===== src/rtl/grn_sweep_if.sv =====
// rtl/grn_sweep_if.sv - grn launch/ack and per-configuration result bundle for grn_sweep
// res_timeout exists only when GRN_SWEEP_TIMEOUT_EN is defined.
interface grn_sweep_if #(
    parameter int SIZE  = 69,
    parameter int CNT_W = 32
) ();
    logic             grn_start;
    logic [SIZE-1:0]  grn_conf;
    logic             grn_ack;
    logic             grn_done;
    logic [CNT_W-1:0] grn_length;
    logic [CNT_W-1:0] grn_transient;
    logic             res_valid;
    logic             res_ready;
    logic [SIZE-1:0]  res_conf;
    logic [CNT_W-1:0] res_length;
    logic [CNT_W-1:0] res_transient;
`ifdef GRN_SWEEP_TIMEOUT_EN
    logic             res_timeout;
`endif

    modport master (
        output grn_start, grn_conf, grn_ack,
        input  grn_done, grn_length, grn_transient,
        output res_valid, res_conf, res_length, res_transient,
`ifdef GRN_SWEEP_TIMEOUT_EN
        output res_timeout,
`endif
        input  res_ready
    );

    modport slave (
        input  grn_start, grn_conf, grn_ack,
        output grn_done, grn_length, grn_transient,
        input  res_valid, res_conf, res_length, res_transient,
`ifdef GRN_SWEEP_TIMEOUT_EN
        input  res_timeout,
`endif
        output res_ready
    );
endinterface


===== src/rtl/grn_sweep.sv =====
// rtl/grn_sweep.sv - sweeps a range of initial configurations through a grn instance
// Optional WAIT watchdog (parameter TMO, output res_timeout) under GRN_SWEEP_TIMEOUT_EN.
module grn_sweep #(
    parameter int SIZE  = 69,
    parameter int CNT_W = 32
`ifdef GRN_SWEEP_TIMEOUT_EN
    ,
    parameter int TMO   = 1 << 20
`endif
) (
    input  logic             clk,
    input  logic             rst,
    input  logic             sweep_start,
    input  logic [SIZE-1:0]  sweep_base,
    input  logic [CNT_W-1:0] sweep_count,
    input  logic             sweep_abort,
    output logic             busy,
    output logic             sweep_done,
    output logic [CNT_W-1:0] max_length,
    output logic [CNT_W-1:0] max_transient,
    grn_sweep_if.master      bus
);

    typedef enum logic [2:0] {
        IDLE, LAUNCH, WAIT, ACK, REPORT, NEXT, FINISH
    } state_t;

    state_t           state_q;
    logic [SIZE-1:0]  base_q;
    logic [CNT_W-1:0] count_q;
    logic [CNT_W-1:0] index_q;
    logic [CNT_W-1:0] index_d;
    logic [SIZE-1:0]  conf_q;
    logic             start_q;
    logic             ack_q;
    logic             done_q;
    logic             res_valid_q;
    logic [SIZE-1:0]  res_conf_q;
    logic [CNT_W-1:0] res_length_q;
    logic [CNT_W-1:0] res_transient_q;
    logic [CNT_W-1:0] max_length_q;
    logic [CNT_W-1:0] max_transient_q;
`ifdef GRN_SWEEP_TIMEOUT_EN
    logic [31:0]      tmo_q;
    logic             res_timeout_q;
`endif

    assign index_d = index_q + 1'b1;

    always_ff @(posedge clk or negedge rst) begin
        if (!rst) begin
            state_q         <= IDLE;
            base_q          <= '0;
            count_q         <= '0;
            index_q         <= '0;
            conf_q          <= '0;
            start_q         <= 1'b0;
            ack_q           <= 1'b0;
            done_q          <= 1'b0;
            res_valid_q     <= 1'b0;
            res_conf_q      <= '0;
            res_length_q    <= '0;
            res_transient_q <= '0;
            max_length_q    <= '0;
            max_transient_q <= '0;
`ifdef GRN_SWEEP_TIMEOUT_EN
            tmo_q           <= '0;
            res_timeout_q   <= 1'b0;
`endif
        end else begin
            // Single-cycle strobes fall back to 0 unless a transition re-arms them.
            start_q <= 1'b0;
            ack_q   <= 1'b0;
            done_q  <= 1'b0;
            case (state_q)
                IDLE: begin
                    if (sweep_start) begin
                        base_q          <= sweep_base;
                        count_q         <= sweep_count;
                        index_q         <= '0;
                        max_length_q    <= '0;
                        max_transient_q <= '0;
                        if (sweep_count == '0) begin
                            state_q <= FINISH;
                        end else begin
                            conf_q  <= sweep_base;
                            start_q <= 1'b1;
                            state_q <= LAUNCH;
                        end
                    end
                end
                LAUNCH: begin
`ifdef GRN_SWEEP_TIMEOUT_EN
                    tmo_q   <= '0;
`endif
                    state_q <= WAIT;
                end
                WAIT: begin
                    if (bus.grn_done) begin
                        res_conf_q      <= conf_q;
                        res_length_q    <= bus.grn_length;
                        res_transient_q <= bus.grn_transient;
                        if (bus.grn_length > max_length_q)
                            max_length_q <= bus.grn_length;
                        if (bus.grn_transient > max_transient_q)
                            max_transient_q <= bus.grn_transient;
                        ack_q   <= 1'b1;
                        state_q <= ACK;
`ifdef GRN_SWEEP_TIMEOUT_EN
                        res_timeout_q <= 1'b0;
                    end else if (tmo_q == 32'(TMO - 1)) begin
                        // Timed-out runs report zeros and leave the maxima alone.
                        res_conf_q      <= conf_q;
                        res_length_q    <= '0;
                        res_transient_q <= '0;
                        res_timeout_q   <= 1'b1;
                        ack_q           <= 1'b1;
                        state_q         <= ACK;
                    end else begin
                        tmo_q <= tmo_q + 1'b1;
`endif
                    end
                end
                ACK: begin
                    // Hold until the grn has seen the ack and dropped done.
                    if (!ack_q && !bus.grn_done) begin
                        res_valid_q <= 1'b1;
                        state_q     <= REPORT;
                    end
                end
                REPORT: begin
                    if (bus.res_ready) begin
                        res_valid_q <= 1'b0;
                        state_q     <= NEXT;
                    end
                end
                NEXT: begin
                    index_q <= index_d;
                    if (index_d == count_q || sweep_abort) begin
                        state_q <= FINISH;
                    end else begin
                        conf_q  <= base_q + SIZE'(index_d);
                        start_q <= 1'b1;
                        state_q <= LAUNCH;
                    end
                end
                FINISH: begin
                    done_q  <= 1'b1;
                    state_q <= IDLE;
                end
                default: state_q <= IDLE;
            endcase
        end
    end

    assign busy              = (state_q != IDLE);
    assign sweep_done        = done_q;
    assign max_length        = max_length_q;
    assign max_transient     = max_transient_q;
    assign bus.grn_start     = start_q;
    assign bus.grn_conf      = conf_q;
    assign bus.grn_ack       = ack_q;
    assign bus.res_valid     = res_valid_q;
    assign bus.res_conf      = res_conf_q;
    assign bus.res_length    = res_length_q;
    assign bus.res_transient = res_transient_q;
`ifdef GRN_SWEEP_TIMEOUT_EN
    assign bus.res_timeout   = res_timeout_q;
`endif

endmodule


===== src/flat_wrapper.sv =====
// flat-port wrapper written by rule: the top's interface ports become plain ports
module grn_sweep_flat 
#(
    parameter int SIZE  = 69,
    parameter int CNT_W = 32

)
  (clk, rst, sweep_start, sweep_base, sweep_count, sweep_abort, busy, sweep_done, max_length, max_transient, bus_grn_start, bus_grn_conf, bus_grn_ack, bus_grn_done, bus_grn_length, bus_grn_transient, bus_res_valid, bus_res_conf, bus_res_length, bus_res_transient, bus_res_ready);
  grn_sweep_if #(.SIZE(SIZE), .CNT_W(CNT_W)) bus_i ();
  input  logic clk;
  input  logic rst;
  input  logic sweep_start;
  input  logic [SIZE-1:0] sweep_base;
  input  logic [CNT_W-1:0] sweep_count;
  input  logic sweep_abort;
  output logic busy;
  output logic sweep_done;
  output logic [CNT_W-1:0] max_length;
  output logic [CNT_W-1:0] max_transient;
  output wire logic [$bits(bus_i.grn_start)-1:0] bus_grn_start;
  output wire logic [$bits(bus_i.grn_conf)-1:0] bus_grn_conf;
  output wire logic [$bits(bus_i.grn_ack)-1:0] bus_grn_ack;
  input wire logic [$bits(bus_i.grn_done)-1:0] bus_grn_done;
  input wire logic [$bits(bus_i.grn_length)-1:0] bus_grn_length;
  input wire logic [$bits(bus_i.grn_transient)-1:0] bus_grn_transient;
  output wire logic [$bits(bus_i.res_valid)-1:0] bus_res_valid;
  output wire logic [$bits(bus_i.res_conf)-1:0] bus_res_conf;
  output wire logic [$bits(bus_i.res_length)-1:0] bus_res_length;
  output wire logic [$bits(bus_i.res_transient)-1:0] bus_res_transient;
  input wire logic [$bits(bus_i.res_ready)-1:0] bus_res_ready;
  assign bus_grn_start = bus_i.grn_start;
  assign bus_grn_conf = bus_i.grn_conf;
  assign bus_grn_ack = bus_i.grn_ack;
  assign bus_i.grn_done = bus_grn_done;
  assign bus_i.grn_length = bus_grn_length;
  assign bus_i.grn_transient = bus_grn_transient;
  assign bus_res_valid = bus_i.res_valid;
  assign bus_res_conf = bus_i.res_conf;
  assign bus_res_length = bus_i.res_length;
  assign bus_res_transient = bus_i.res_transient;
  assign bus_i.res_ready = bus_res_ready;
  grn_sweep #(.SIZE(SIZE), .CNT_W(CNT_W)) u_core (.clk(clk), .rst(rst), .sweep_start(sweep_start), .sweep_base(sweep_base), .sweep_count(sweep_count), .sweep_abort(sweep_abort), .busy(busy), .sweep_done(sweep_done), .max_length(max_length), .max_transient(max_transient), .bus(bus_i));
endmodule

===== config.mk =====
export PLATFORM = sky130hd
export DESIGN_NAME = grn_sweep_flat
export DESIGN_NICKNAME = d
export VERILOG_FILES = /design/src/rtl/grn_sweep_if.sv /design/src/rtl/grn_sweep.sv /design/src/flat_wrapper.sv
export SDC_FILE = /design/constraint.sdc
export NUM_CORES = 1
export LEC_CHECK = 0
export BUFFER_PORTS_ARGS = -buffer_cell sky130_fd_sc_hd__buf_2
export CAP_MARGIN = 0
export CORE_MARGIN = 3
export CORE_UTILIZATION = 45
export CTS_BUF_LIST = sky130_fd_sc_hd__clkbuf_4
export CTS_CLUSTER_SIZE = 8
export DETAILED_ROUTE_END_ITERATION = 8
export GPL_TIMING_DRIVEN = 0
export PLACE_DENSITY = 0.7
export SLEW_MARGIN = 20
export SYNTH_ARGS = -nofsm -noshare
export SYNTH_HDL_FRONTEND = slang
export SYNTH_SLANG_ARGS = --single-unit

===== constraint.sdc =====
create_clock -name clk -period 4.3 [get_ports clk]
set_input_delay 0.43 -clock clk [delete_from_list [all_inputs] [get_ports clk]]
set_output_delay 0.43 -clock clk [all_outputs]
set_load 0.01 [all_outputs]

; ---- Word level (Yosys, flattened, before mapping)
; Cells that the tools add are included.
[op_classes]
addsub = 2
n_lt_le_gt_ge = 2
n_eq_ne = 15
n_mux = 29
reduce_logical = 18
[ops]
columns = operator, n
row1 = $mux W69, 3
row2 = $pmux W32 S2, 3
row3 = $mux W32, 5
row4 = $pmux W69 S2, 1
row5 = $add A69 B32 Y69, 1
row6 = $gt A32 B32 Y1, 2
row7 = $add A32 B1 Y32 const B, 1
row8 = $eq A32 B32 Y1, 1
row9 = $logic_not A32 Y1, 1
row10 = $mux W3, 6
row11 = $pmux W3 S6, 1
row12 = $reduce_and A4 Y1, 4
row13 = $ne A2 B2 Y1 const B, 5
row14 = $eq A3 B3 Y1 const B, 3
row15 = $mux W1, 8
row16 = $eq A3 B2 Y1 const B, 2
row17 = $ne A2 B1 Y1 const B, 3
row18 = $reduce_and A2 Y1, 3
row19 = $reduce_bool A2 Y1, 3
row20 = $pmux W1 S2, 2
row21 = $eq A3 B1 Y1 const B, 1
row22 = $logic_not A3 Y1, 1
row23 = $reduce_and A3 Y1, 1
row24 = $reduce_bool A3 Y1, 1
row25 = other kinds (3), 4
[word_totals]
regBits = 406
word_cells = 80

; ---- Logic depth before layout (Yosys ltp)
[logic_depth]
depth_word = 5
mapped_depth = 19

; ---- Worst setup path before layout
; Ideal clock, no wire load.
[synth_timing]
path_kind = register to register
startpoint = register u_core.index_q[0]
endpoint = register u_core.conf_q[63] (netlist: u_core.bus.grn_conf[63])
setup_time_ns = 0.125
arrival_time_ns = 4.014
t_required_ns = 4.175
slack_ns = 0.161
stages_incl_launch_ff = 19
n_path_buf = 2
cell_sequence = dfrtp_1 ha_1 and4_1 nand3_4 nor3_1 xor2_1 ha_1 clkbuf_1 a21o_1 a21oi_1 o211ai_1 a221oi_1 o31ai_1 a211oi_1 clkbuf_1 nor4_1 xnor2_1 o21ai_0 mux2_4
[synth_between]
elab_chain_cells = 5
elab_cells_between_ends = 8
[synth_rtl]
columns = element, line
row1 = start: declaration, grn_sweep.sv:31  ; logic [CNT_W-1:0] index_q;
row2 = start signal: assignment, grn_sweep.sv:138  ; index_q <= index_d;
row3 = $add A32 B1 Y32 (*), grn_sweep.sv:48  ; assign index_d = index_q + 1'b1;
row4 = "parallel branches: the longest is 4 deep, another holds $add A69 B32 Y69", --
row5 = end signal: assignment, grn_sweep.sv:86  ; conf_q <= sweep_base;
row6 = end signal: assignment, grn_sweep.sv:142  ; conf_q <= base_q + SIZE'(index_d);
row7 = end: declaration, grn_sweep.sv:33  ; logic [SIZE-1:0] conf_q;
; Every way passes the cells marked *. The select of a mux whose other input is x is not followed.
; A chain may end at the register's enable or synchronous reset.

; ---- Worst setup path in the final report
[layout_timing]
startpoint = register u_core.index_q[13]
endpoint = register u_core.conf_q[63] (netlist: u_core.bus.grn_conf[63])
; Same word-level chain as after synthesis.

==> flow_metrics.py <==
metrics = {
    "outcome": {
        "status": "completed",
    },
    "routing": {
        "dr.pass1.iters": 5,
        "wl_per_cell_um": 20.52,
        "drt-total-wl_um": 80450,
        "drtIter0Drc": 1742,
        "ant_nets": 0,
        "drcViolationCount": 0,
        "viasPerCell": 5.480,
        "vias": 21481,
    },
    "sta": {
        "clock_skew_ps": 83.14,
        "maxSlewHeadroom_pct": 27.74,
        "fin_setup_tns_ps": 0,
        "clock.fmax_mhz": 239.3,
        "finalSetupViolCount": 0,
        "setup_slack_ps": 121.0,
        "hold_viol_final": 0,
        "rsz0062_at_grt": "yes",
        "min_period_ps": 4179,
        "post-route-period-util_pct": 97.19,
        "report.final.slew_viol_count": 0,
        "worstMarginPinSlew_ps": 1084,
    },
    "place": {
        "pre_cts_ws_ps": -1250,
        "io_buffers": 441,
        "dpl.hpwl_um": 59980,
        "gp_congestion": 0.9960,
    },
    "worst_setup_path": {
        "critPathArrivalTime_ps": 4900,
        "startpoint_type": "flip-flop",
        "end_kind": "flip-flop",
        "path_max_fanout": 10,
        "criticalPathCategory": "flip-flop to flip-flop",
        "critPathRequiredTime_ps": 5020,
    },
    "yosys": {
        "syn_nets": 2666,
        "synth_edf_count": 0,
        "async_flop_share_pct": 100.0,
        "ys_warn_count": 0,
        "postSynthCellCount": 2396,
        "ys_seq_area_share_pct": 45.13,
        "ys.flop_type": "dfrtp_1",
        "yosys.area.top_type": "dfrtp_1",
        "synth.cell_area_um2": 22510,
        "synth_seq_cells": 406,
        "synth_top_area_share_pct": 45.13,
        "syn_area_per_cell_um2": 9.395,
        "synthDistinctLibCells": 79,
        "synth.area.top_cells": "dfrtp_1 (45%), nand2_1 (8.8%), mux2_2 (7.9%), ha_1 (5.4%), nor2_1 (3.0%)",
    },
    "floorplan": {
        "die-area_um2": 52740,
        "boundaryPins": 442,
        "chipHeight_um": 229.7,
        "die_w_um": 229.7,
        "core_area_um2": 49150,
        "initial_utilization_pct": 45.80,
        "row_count": 81,
    },
    "layout": {
        "final_common_cell": "nand2_1",
        "num-nets-final": 3440,
        "area_growth_pct": 32.67,
        "final_util_pct": 60.76,
        "final_cell_mix": "nand2_1 (527), buf_2 (449), dfrtp_1 (401)",
        "drive_gt1_share_pct": 30.35,
    },
    "grt": {
        "grt_pass1_vias": 21478,
        "antenna_found_initial": 12,
        "grt_usage_pct": 29.87,
        "gr-total-overflow": 0,
        "grt_max_degree": 99,
        "grt_pass1_wl_um": 123700,
    },
    "clocking": {
        "htree_levels": 3,
        "cts-root-buf": "clkbuf_4",
        "cts.clk_slew.worst_paths_ps": 70,
        "insertion_delay_ps": 880,
        "clock_path_buffers": 3,
        "cts_buffers": 108,
        "cts_tree": "built",
        "cts_sinks": 406,
    },
    "power": {
        "vdd_ir_drop_max_v": 0.0003096,
        "power.density_nw_per_um2": 617.4,
        "p_leak_nw": 14.66,
    },
    "flow_run": {
        "drv_cap": 0,
    },
    "min_path": {
        "hold_class": "input pin to flip-flop",
    },
}
-- cell usage after synthesis, types with 8 or more instances --
master / number
a211oi_1: 8
a21o_1: 40
a21oi_1: 118
a31oi_1: 23
and2_1: 11
and3_1: 12
and4_1: 9
buf_1: 9
buf_2: 17
buf_6: 8
clkbuf_1: 93
dfrtp_1: 406
ha_1: 98
inv_1: 98
mux2_2: 157
mux2_4: 35
nand2_1: 529
nand2b_1: 13
nand3_1: 36
nand4_1: 56
nor2_1: 178
nor2b_1: 13
nor3_1: 18
nor4_1: 25
o211ai_1: 8
o21a_1: 15
o21ai_0: 128
o22ai_1: 9
o31ai_1: 24
or3_1: 8
xnor2_1: 52
xor2_1: 53
-- where the power goes --
group	switching [W]	leakage [nW]	total [W]	internal, W
Combinational	0.00449	8.87	0.00810	0.00361
Sequential	0.00140	4.99	0.00689	0.00549
Clock	0.00168	0.805	0.00344	0.00177
-- per-layer routing --
metal  routed length [um]  track usage [%]
met1                32540            37.10
met2                39080            50.08
met3                 5136            5.785
met4                 3663            14.55
met5                   31                0
-- cell families (layout without fill, tap and decap cells) --
logic type                 after synthesis  count (layout)  share of synthesized area (%)
AOI/OAI and AO/OA                      417             417                          11.31
xor gates and xnor gates               111             111                          4.697
adders and majority gates               99              99                          5.536
buffers and inverters                  226            1076                          4.135
DFF                                    406             406                          45.13
muxes                                  198             198                          10.46
other                                    0              10                              0
and+or+nand+nor                        939             939                          18.74
-- sequential cells by signal (all words and copies together) (netlist names), 3 cells and up --
signal                    cells
u_core.bus.res_length        32
u_core.state_q                3
u_core.count_q               32
u_core.bus.res_transient     32
u_core.max_transient         32
u_core.max_length            32
u_core.bus.res_conf          69
u_core.base_q                69
u_core.bus.grn_conf          69
u_core.index_q               32
-- final cells by class --
type	count	area, um2
Antenna cell	10	25.02
Sequential cell	406	10170
Inverter	98	371.6
Tap cell	664	830.8
Timing Repair Buffer	673	4506
Clock buffer	161	1209
Multi-Input combinational cell	1764	12020
Clock inverter	25	152.6
Fill cell	4116	19290
Buffer	119	580.6
-- worst paths after layout --
| kind | startpoint | end | slack, ps | cells past startpoint |
|---|---|---|---|---|
| min reg2reg | u_core.bus.res_conf[22] | u_core.bus.res_conf[22] | 470 | 2 |
| max | u_core.index_q[13] | u_core.bus.grn_conf[63] | 120 | 16 |
| min in group asynchronous | rst | u_core.max_transient[12] | 570 | 3 |
| min | bus_grn_transient[22] | u_core.bus.res_transient[22] | 330 | 4 |
| max in group asynchronous | rst | u_core.index_q[2] | 2080 | 6 |
| max reg2reg | u_core.index_q[13] | u_core.bus.grn_conf[63] | 120 | 16 |
-- metrics by stage --
| stage | cell area [um2] | std cells | hold slack [ps] | power, W |
|---|---|---|---|---|
| floorplan | 22510 | 2396 | 134.4 | 0.01142 |
| global placement | 25550 | 3501 | 453.2 | 0.01430 |
| detailed placement | 25670 | 3505 | 388.5 | 0.01458 |
| CTS | 29290 | 3885 | 216.1 | 0.01828 |
| finish | 29860 | 3920 | 333.5 | 0.01844 |
| global route | 29860 | 3919 | 284.0 | 0.01970 |
-- what timing repair did --
action	in CTS	in global routing
resized for setup	73	72
gates cloned	1	0
setup buffers	22	30
pin swaps	14	26
setup endpoints to repair	69	45
hold buffers	175	0
endpoints found under the hold margin	547	0
-- critical path, cell delays in order (launching register included) --
cell and delay [ps]:
dfrtp_1 420, clkbuf_2 320, nand3_2 180, nor3_4 360
nand3_2 170, xnor2_1 210, ha_2 430, nand2_1 90
or3_4 420, nor3_4 210, a211oi_2 90, buf_4 170
clkbuf_4 200, nor4_4 300, xnor2_1 140, o21ai_0 90
mux2_4 280
No activity file was read; power rests on OpenSTA's default activity.
